File: src/rtl/multi_debouncer.sv
// Multi-channel debouncer: one shared sample-rate divider, per-channel saturating run counters and edge strobes.
// Optional two-flop input synchronizer enabled by defining MULTI_DEBOUNCER_SYNC_EN.
module multi_debouncer #(
  parameter int WIDTH           = 1,
  parameter int SAMPLE_CNT_MAX  = 25000,
  parameter int PRESS_CNT_MAX   = 150,
  parameter int RELEASE_CNT_MAX = 150
) (
  input  logic             clk,
  input  logic             rst_n,
  input  logic [WIDTH-1:0] glitchy_signal,
  output logic [WIDTH-1:0] debounced_signal,
  output logic [WIDTH-1:0] rise_pulse,
  output logic [WIDTH-1:0] fall_pulse
);

  localparam int SC_W   = (SAMPLE_CNT_MAX > 1) ? $clog2(SAMPLE_CNT_MAX) : 1;
  localparam int TH_MAX = (PRESS_CNT_MAX > RELEASE_CNT_MAX) ? PRESS_CNT_MAX : RELEASE_CNT_MAX;
  localparam int CH_W   = $clog2(TH_MAX + 1);

  localparam logic [SC_W-1:0] SAMPLE_LAST = SC_W'(SAMPLE_CNT_MAX - 1);
  localparam logic [CH_W-1:0] PRESS_TH    = CH_W'(PRESS_CNT_MAX);
  localparam logic [CH_W-1:0] RELEASE_TH  = CH_W'(RELEASE_CNT_MAX);

  logic [SC_W-1:0]  sample_cnt_q;
  logic [SC_W-1:0]  sample_cnt_d;
  logic             tick;
  logic [WIDTH-1:0] sampled;

  assign tick = (sample_cnt_q == SAMPLE_LAST);

  always_comb begin
    sample_cnt_d = sample_cnt_q + SC_W'(1);
    if (tick) begin
      sample_cnt_d = '0;
    end
  end

  always_ff @(posedge clk or negedge rst_n) begin
    if (!rst_n) begin
      sample_cnt_q <= '0;
    end else begin
      sample_cnt_q <= sample_cnt_d;
    end
  end

`ifdef MULTI_DEBOUNCER_SYNC_EN
  logic [WIDTH-1:0] sync1_q;
  logic [WIDTH-1:0] sync2_q;

  always_ff @(posedge clk or negedge rst_n) begin
    if (!rst_n) begin
      sync1_q <= '0;
      sync2_q <= '0;
    end else begin
      sync1_q <= glitchy_signal;
      sync2_q <= sync1_q;
    end
  end

  assign sampled = sync2_q;
`else
  assign sampled = glitchy_signal;
`endif

  genvar gi;
  generate
    for (gi = 0; gi < WIDTH; gi++) begin : g_chan
      logic [CH_W-1:0] cnt_q;
      logic [CH_W-1:0] cnt_d;
      logic [CH_W-1:0] cnt_inc;
      logic [CH_W-1:0] th;
      logic            level_q;
      logic            level_d;
      logic            prev_q;

      // cnt_q always stays below th, so cnt_inc cannot overflow CH_W bits.
      always_comb begin
        th      = level_q ? RELEASE_TH : PRESS_TH;
        cnt_inc = cnt_q + CH_W'(1);
        cnt_d   = cnt_q;
        level_d = level_q;
        if (tick) begin
          if (sampled[gi] == level_q) begin
            cnt_d = '0;
          end else if (cnt_inc >= th) begin
            cnt_d   = '0;
            level_d = ~level_q;
          end else begin
            cnt_d = cnt_inc;
          end
        end
      end

      always_ff @(posedge clk or negedge rst_n) begin
        if (!rst_n) begin
          cnt_q   <= '0;
          level_q <= 1'b0;
          prev_q  <= 1'b0;
        end else begin
          cnt_q   <= cnt_d;
          level_q <= level_d;
          prev_q  <= level_q;
        end
      end

      assign debounced_signal[gi] = level_q;
      assign rise_pulse[gi]       = level_q & ~prev_q;
      assign fall_pulse[gi]       = ~level_q & prev_q;
    end
  endgenerate

endmodule

File: config.mk
export PLATFORM = sky130hd
export DESIGN_NAME = multi_debouncer
export DESIGN_NICKNAME = d
export VERILOG_FILES = /design/src/rtl/multi_debouncer.sv
export SDC_FILE = /design/constraint.sdc
export NUM_CORES = 1
export LEC_CHECK = 0
export BUFFER_PORTS_ARGS = -buffer_cell sky130_fd_sc_hd__buf_4
export CAP_MARGIN = 0
export CELL_PAD_IN_SITES_DETAIL_PLACEMENT = 0
export CELL_PAD_IN_SITES_GLOBAL_PLACEMENT = 1
export CORE_UTILIZATION = 47
export CTS_CLUSTER_SIZE = 24
export DETAILED_ROUTE_END_ITERATION = 12
export PLACE_DENSITY_LB_ADDON = 0.25
export SYNTH_ARGS = -nofsm -noshare
export SYNTH_HDL_FRONTEND = slang
export SYNTH_SLANG_ARGS = --single-unit
export TNS_END_PERCENT = 10
File: constraint.sdc
create_clock -name clk -period 3.38 [get_ports clk]
set_clock_uncertainty 0.2 [all_clocks]
set_input_delay 0.338 -clock clk [delete_from_list [all_inputs] [get_ports clk]]
set_output_delay 0.338 -clock clk [all_outputs]
set_load 0.1 [all_outputs]
==> results of run 1 <==
==> flip-flops by register name, indices dropped and copies added (netlist names) <==
signal / cells
debounced_signal: 1
g_chan.cnt_q: 8
sample_cnt_q: 15
g_chan.prev_q: 1
==> area by class of cell <==
type                       instances  share of cell area, %
timing repair buffer               8                   4.26
inverter                           6                   1.53
clock inverter                     1                  0.341
sequential                        25                   42.6
multi-input combinational        105                   47.1
clock buffer                       3                   1.53
tap                               31                   2.64
==> cell usage in the layout (no fill, tap or decap), types with 3 or more instances in the layout <==
cell / Yosys / final
xor2_1: 12 / 12
nand2_1: 13 / 13
xnor2_1: 6 / 6
inv_1: 6 / 6
ha_1: 3 / 3
buf_4: 2 / 7
nor2b_1: 3 / 3
nor2_1: 18 / 18
and3_1: 4 / 4
clkbuf_4: 0 / 3
nor4_1: 3 / 3
dfrtp_1: 25 / 25
a21oi_1: 3 / 3
nor3_1: 3 / 3
nand3_1: 8 / 8
==> cell families after synthesis <==
kind of cell / synth area share (%)
mux: 1.55
flops: 45.5
fa+ha+maj: 2.73
simple gates: 25.5
buf+inv: 4.18
xor+xnor: 11.5
compound gates: 9.10
==> synth_stat cells, drive strengths merged (3+ instances only) <==
| library cell | instances |
|---|---|
| and3 | 4 |
| dfrtp | 25 |
| nor3 | 4 |
| o21ai | 3 |
| nand3 | 8 |
| buf | 4 |
| xnor2 | 6 |
| nor4 | 3 |
| nor2 | 18 |
| inv | 6 |
| ha | 3 |
| xor2 | 12 |
| a21oi | 3 |
| nor2b | 3 |
| nand2 | 13 |
==> report_power, final <==
| part | internal, W | switching (W) |
|---|---|---|
| clock | 0.0000445 | 0.0000951 |
| combinational | 0.0000114 | 0.0000180 |
| sequential | 0.000302 | 0.00000478 |
| total | 0.000357 | 0.000118 |
==> worst max-delay path by stage <==
stage | start | endpoint | cells past startpoint
2_1_floorplan | debounced_signal | rise_pulse | 1
3_3_place_gp | g_chan[0].cnt_q[0] | debounced_signal | 6
3_5_place_dp | g_chan[0].cnt_q[0] | debounced_signal | 6
4_1_cts | g_chan[0].cnt_q[0] | debounced_signal | 6
5_1_grt | g_chan[0].cnt_q[0] | debounced_signal | 6
6_report | g_chan[0].cnt_q[0] | debounced_signal | 6
==> critical path: stages, from the launching register on <==
cell	delay, ns
dfrtp_1	0.48
ha_1	0.34
nor2b_1	0.14
or3b_2	0.43
a31o_2	0.24
a211oi_1	0.26
mux2_1	0.34
==> metal layers <==
layer / up-vias / share of wire (%)
li1: 512 / -
met1: 473 / 47
met2: 21 / 49
met3: 2 / 3.9
met4: 0 / 0.41
met5: - / 0
==> stage by stage <==
step / hold slack [ns] / total power, W
after floorplan: -0.158 / 0.000330
after global placement: 0.0551 / 0.000341
after detailed placement: 0.0595 / 0.000341
after CTS: 0.0130 / 0.000486
after global routing: 0.0175 / 0.000499
final: 0.0267 / 0.000475
==> results.py, run 1 <==
metrics = {
    "global_routing": {
        "grt_use_total_pct": 17.3,
        "grt_busiest_layer": "met2",
        "grt_pass1_vias": 923,
        "global_route.usage.met3_pct": 4.88,
        "grt_pass1_wl_um": 4210,
        "overflow": 0,
        "antenna_found_initial": 0,
        "met1_usage_pct": 22.1,
        "grtUsageMet2_pct": 28.9,
        "grt_start_max_net_pins": 26,
    },
    "synth": {
        "ys_ff_latch": 25,
        "synth_top_area_share_pct": 45.5,
        "synth.yosys.warnings": 0,
        "syn_avg_cell_area_um2": 9.75,
        "netlist_area_um2": 1380,
        "async_flop_share_pct": 100,
        "synth.distinct_cells": 38,
        "synth_ff_type": "dfrtp_1",
        "synth_edf_count": 0,
        "yosysSeqAreaShare_pct": 45.5,
        "synth.area.top_cells": "dfrtp_1 45%, xor2_1 7.6%, nor2_1 4.9%, xnor2_1 3.8%, nand2_1 3.5%",
        "syn_nets": 147,
        "syn_inst": 141,
        "yosys.area.top_type": "dfrtp_1",
    },
    "hold_path": {
        "min_to": "debounced_signal",
        "min_path_cells": 2,
        "hp-start": "glitchy_signal",
        "hp-class": "primary input to flop",
    },
    "routing": {
        "wirelength_um": 2460,
        "drc": 0,
        "first_pass_iters": 4,
        "viasPerCell": 5.63,
        "dr_total_vias": 1008,
        "detail_route.iter0.violations": 41,
        "wl_per_cell_um": 13.7,
        "antenna_left": 0,
    },
    "sta": {
        "tightest_slew_ns": 0.707,
        "hold_viol_final": 0,
        "period_share_pct": 74.5,
        "tns_ns": 0,
        "final_max_slew_viol_count": 0,
        "maxSlewHeadroom_pct": 52.6,
        "rsz0062_at_grt": "no",
        "setup_viol": 0,
        "finalWorstSetupSlack_ns": 0.860,
        "finalCriticalPeriod_ns": 2.52,
        "fmax_ghz": 0.397,
    },
    "clock_tree": {
        "cts_tree": "built",
        "post_cts_buffers": 0,
        "cts_hold_buf": 1,
        "cts_root_buf": "clkbuf_4",
        "numCtsBuffers": 3,
        "clk_path_buf_depth": 2,
        "ctsResizeCount": 0,
        "cts.htree.levels": 1,
        "path_clk_slew_ns": 0.14,
        "clock_sinks": 25,
        "clk_latency_ns": 0.33,
    },
    "power": {
        "ir_drop_v": 0.000322,
        "leakagePower_nw": 0.679,
        "p_per_area_nw_per_um2": 324,
    },
    "placed_design": {
        "placed_area_um2": 1430,
        "dp_slack_ns": 0.855,
        "gp_congestion": 0.816,
        "dp_hpwl_um": 1720,
        "placed_cells": 174,
        "portBuffers": 5,
    },
    "die": {
        "fp.dieH_um": 56.1,
        "io_pins": 6,
        "die-area_um2": 3150,
        "start_util_pct": 49.9,
        "die_x_um": 56.1,
        "coreArea_um2": 2760,
        "num_rows": 19,
    },
    "cells_and_area": {
        "postLayoutCellArea_um2": 1470,
        "final_nets": 155,
        "instances_no_fill": 179,
        "diodes": 0,
        "layout-drive-gt1-share_pct": 11.5,
        "area_delta_synth_final_pct": 6.82,
        "utilization_pct": 53.3,
        "fillers": 246,
        "regArea_um2": 626,
        "multi_input_area_um2": 692,
    },
    "outcome": {
        "status": "finished, final reports clean",
    },
    "worst_setup_path": {
        "r2r_cells": 6,
        "criticalPathCategory": "flop to flop",
        "timing.rr.start": "g_chan[0].cnt_q[0]",
        "timing.rr.end": "debounced_signal",
        "cp-start-kind": "flop",
        "reg2reg_slack_ns": 0.86,
        "required_ns": 3.41,
        "end_kind": "flop",
        "critPathMaxFanout": 8,
        "cp.arrival_ns": 2.55,
    },
    "job": {
        "maxCapViolations": 0,
    },
}
Power figures use the tool's default switching activity.
==> run 2: changes to the inputs <==
==> constraint.sdc (replaced) <==
create_clock -name clk -period 2.6 [get_ports clk]
set_clock_uncertainty 0.2 [all_clocks]
set_input_delay 0.26 -clock clk [delete_from_list [all_inputs] [get_ports clk]]
set_output_delay 0.26 -clock clk [all_outputs]
set_load 0.1 [all_outputs]
==> results.py, run 2 (synthesized netlist as in run 1, its figures left out) <==
metrics = {
    "worst_setup_path": {
        "end_kind": "flop",
        "r2r_cells": 6,
        "required_ns": 2.62,
        "critPathMaxFanout": 9,
        "cp-start-kind": "flop",
        "criticalPathCategory": "flop to flop",
        "cp.arrival_ns": 2.52,
        "reg2reg_slack_ns": 0.09,
    },
    "clock_tree": {
        "clk_latency_ns": 0.32,
        "clk_path_buf_depth": 2,
        "cts_root_buf": "clkbuf_4",
        "numCtsBuffers": 3,
        "cts.htree.levels": 1,
        "post_cts_buffers": 0,
        "clock_sinks": 25,
        "path_clk_slew_ns": 0.15,
        "cts_tree": "built",
    },
    "global_routing": {
        "grt_use_total_pct": 17.6,
        "antenna_found_initial": 0,
        "grt_pass1_vias": 898,
        "grt_pass1_wl_um": 4260,
        "overflow": 0,
        "grt_start_max_net_pins": 26,
    },
    "power": {
        "swShare_pct": 24.7,
        "p_per_area_nw_per_um2": 411,
        "leakagePower_nw": 0.698,
        "seqPwrFrac_pct": 63.9,
        "power.switching_w": 0.000153,
        "p_int_w": 0.000469,
        "comb_power_share_pct": 7.0,
        "p_clk_share_pct": 29.1,
        "ir_drop_v": 0.000406,
    },
    "placed_design": {
        "placed_cells": 178,
        "gp_congestion": 0.788,
        "dp_hpwl_um": 1810,
        "portBuffers": 5,
    },
    "sta": {
        "hold_viol_final": 0,
        "period_share_pct": 96.4,
        "setup_viol": 0,
        "fmax_ghz": 0.399,
        "finalCriticalPeriod_ns": 2.51,
        "final_max_slew_viol_count": 0,
        "tightest_slew_ns": 0.441,
        "rsz0062_at_grt": "no",
        "hold-worst-slack_ns": 0.153,
        "maxSlewHeadroom_pct": 70.3,
    },
    "cells_and_area": {
        "diodes": 0,
        "final_cell_mix": "25 x dfrtp_1, 18 x nor2_1, 13 x nand2_1",
        "layout-drive-gt1-share_pct": 14.4,
        "utilization_pct": 54.9,
        "largest_reg_flops": 15,
        "final_nets": 160,
        "instances_no_fill": 184,
        "layout_commonest_cell": "dfrtp_1",
        "area_delta_synth_final_pct": 10.1,
        "largest-register": "sample_cnt_q",
        "reg_top3": "sample_cnt_q x15, g_chan.cnt_q x8",
    },
    "die": {
        "io_pins": 6,
        "coreArea_um2": 2760,
        "die_x_um": 56.1,
        "fp.dieH_um": 56.1,
        "start_util_pct": 49.9,
        "die-area_um2": 3150,
        "num_rows": 19,
    },
    "routing": {
        "drc": 0,
        "viasPerCell": 5.60,
        "wl_per_cell_um": 13.4,
        "antenna_left": 0,
        "first_pass_iters": 6,
        "dr_total_vias": 1030,
        "detail_route.iter0.violations": 26,
        "wirelength_um": 2460,
    },
    "outcome": {
        "status": "finished, final reports clean",
    },
    "job": {
        "maxCapViolations": 0,
    },
    "hold_path": {
        "hp-class": "primary input to asynchronous set/reset pin",
    },
}
run 2: cell types whose count changed in the layout (fill, tap and decap cells not counted), sizes merged:
| cell | before | now |
|---|---|---|
| buf | 7 | 11 |
| clkinv | 1 | 0 |
| clkinvlp | 0 | 1 |
| dlygate4sd3 | 1 | 2 |
run 2: layout make-up:
| cell class | instances | area, um2 |
|---|---|---|
| multi-input cells | 105 | 694 |
| flip-flops and latches | 25 | 626 |
| repair buffers | 13 | 103 |
| well taps | 31 | 38.8 |
| clock inverters | 1 | 7.51 |
| inverters | 6 | 22.5 |
| clock buffers | 3 | 22.5 |
| fillers | 255 | 1240 |
run 2: what timing repair did:
action | CTS | global route
gates resized for setup | 0 | 0
hold buffers | 2 | 0
endpoints found under the hold margin | 26 | 0
run 2: worst paths after layout:
path,to,startpoint
min in group clk,sample_cnt_q[0],sample_cnt_q[0]
worst min register to register,sample_cnt_q[0],sample_cnt_q[0]
worst max-delay path,debounced_signal,g_chan[0].cnt_q[0]
worst max register to register,debounced_signal,g_chan[0].cnt_q[0]
worst min-delay path,sample_cnt_q[12],rst_n
max in group asynchronous,g_chan[0].cnt_q[5],rst_n
run 2: metrics by stage:
step	total power [W]	cell area (um2)	setup TNS, ns	worst slack (ns)
after global routing	0.000654	1510	0	0.0212
final	0.000622	1510	0	0.0949
after floorplan	0.000429	1380	-0.118	-0.118
after CTS	0.000628	1510	0	0.102
after detailed placement	0.000446	1460	0	0.147
after global placement	0.000446	1460	0	0.164
run 2: critical path, cell delays in order, from the launching register on:
cell and delay (ns):
dfrtp_1 0.39, buf_4 0.15, ha_1 0.33, or3b_2 0.47, a31o_2 0.24, a211oi_1 0.27
mux2_1 0.35
run 2: power by group through the flow:
stage                     Sequential [W]  Clock, W  Combinational (W)
after floorplan                 0.000401         0          0.0000281
after global routing            0.000398  0.000207          0.0000484
after detailed placement        0.000405         0          0.0000413
after CTS                       0.000397  0.000187          0.0000439
final                           0.000397  0.000181          0.0000434
after global placement          0.000404         0          0.0000414
run 2: metal layers:
layer / track usage (%) / wire [um] / share of wire (%)
met1: 26.8 / 1280 / 52
met2: 25.3 / 1070 / 43
met3: 2.79 / 87 / 3.5
met4: 6.27 / 28 / 1.1
met5: 0 / 0 / 0
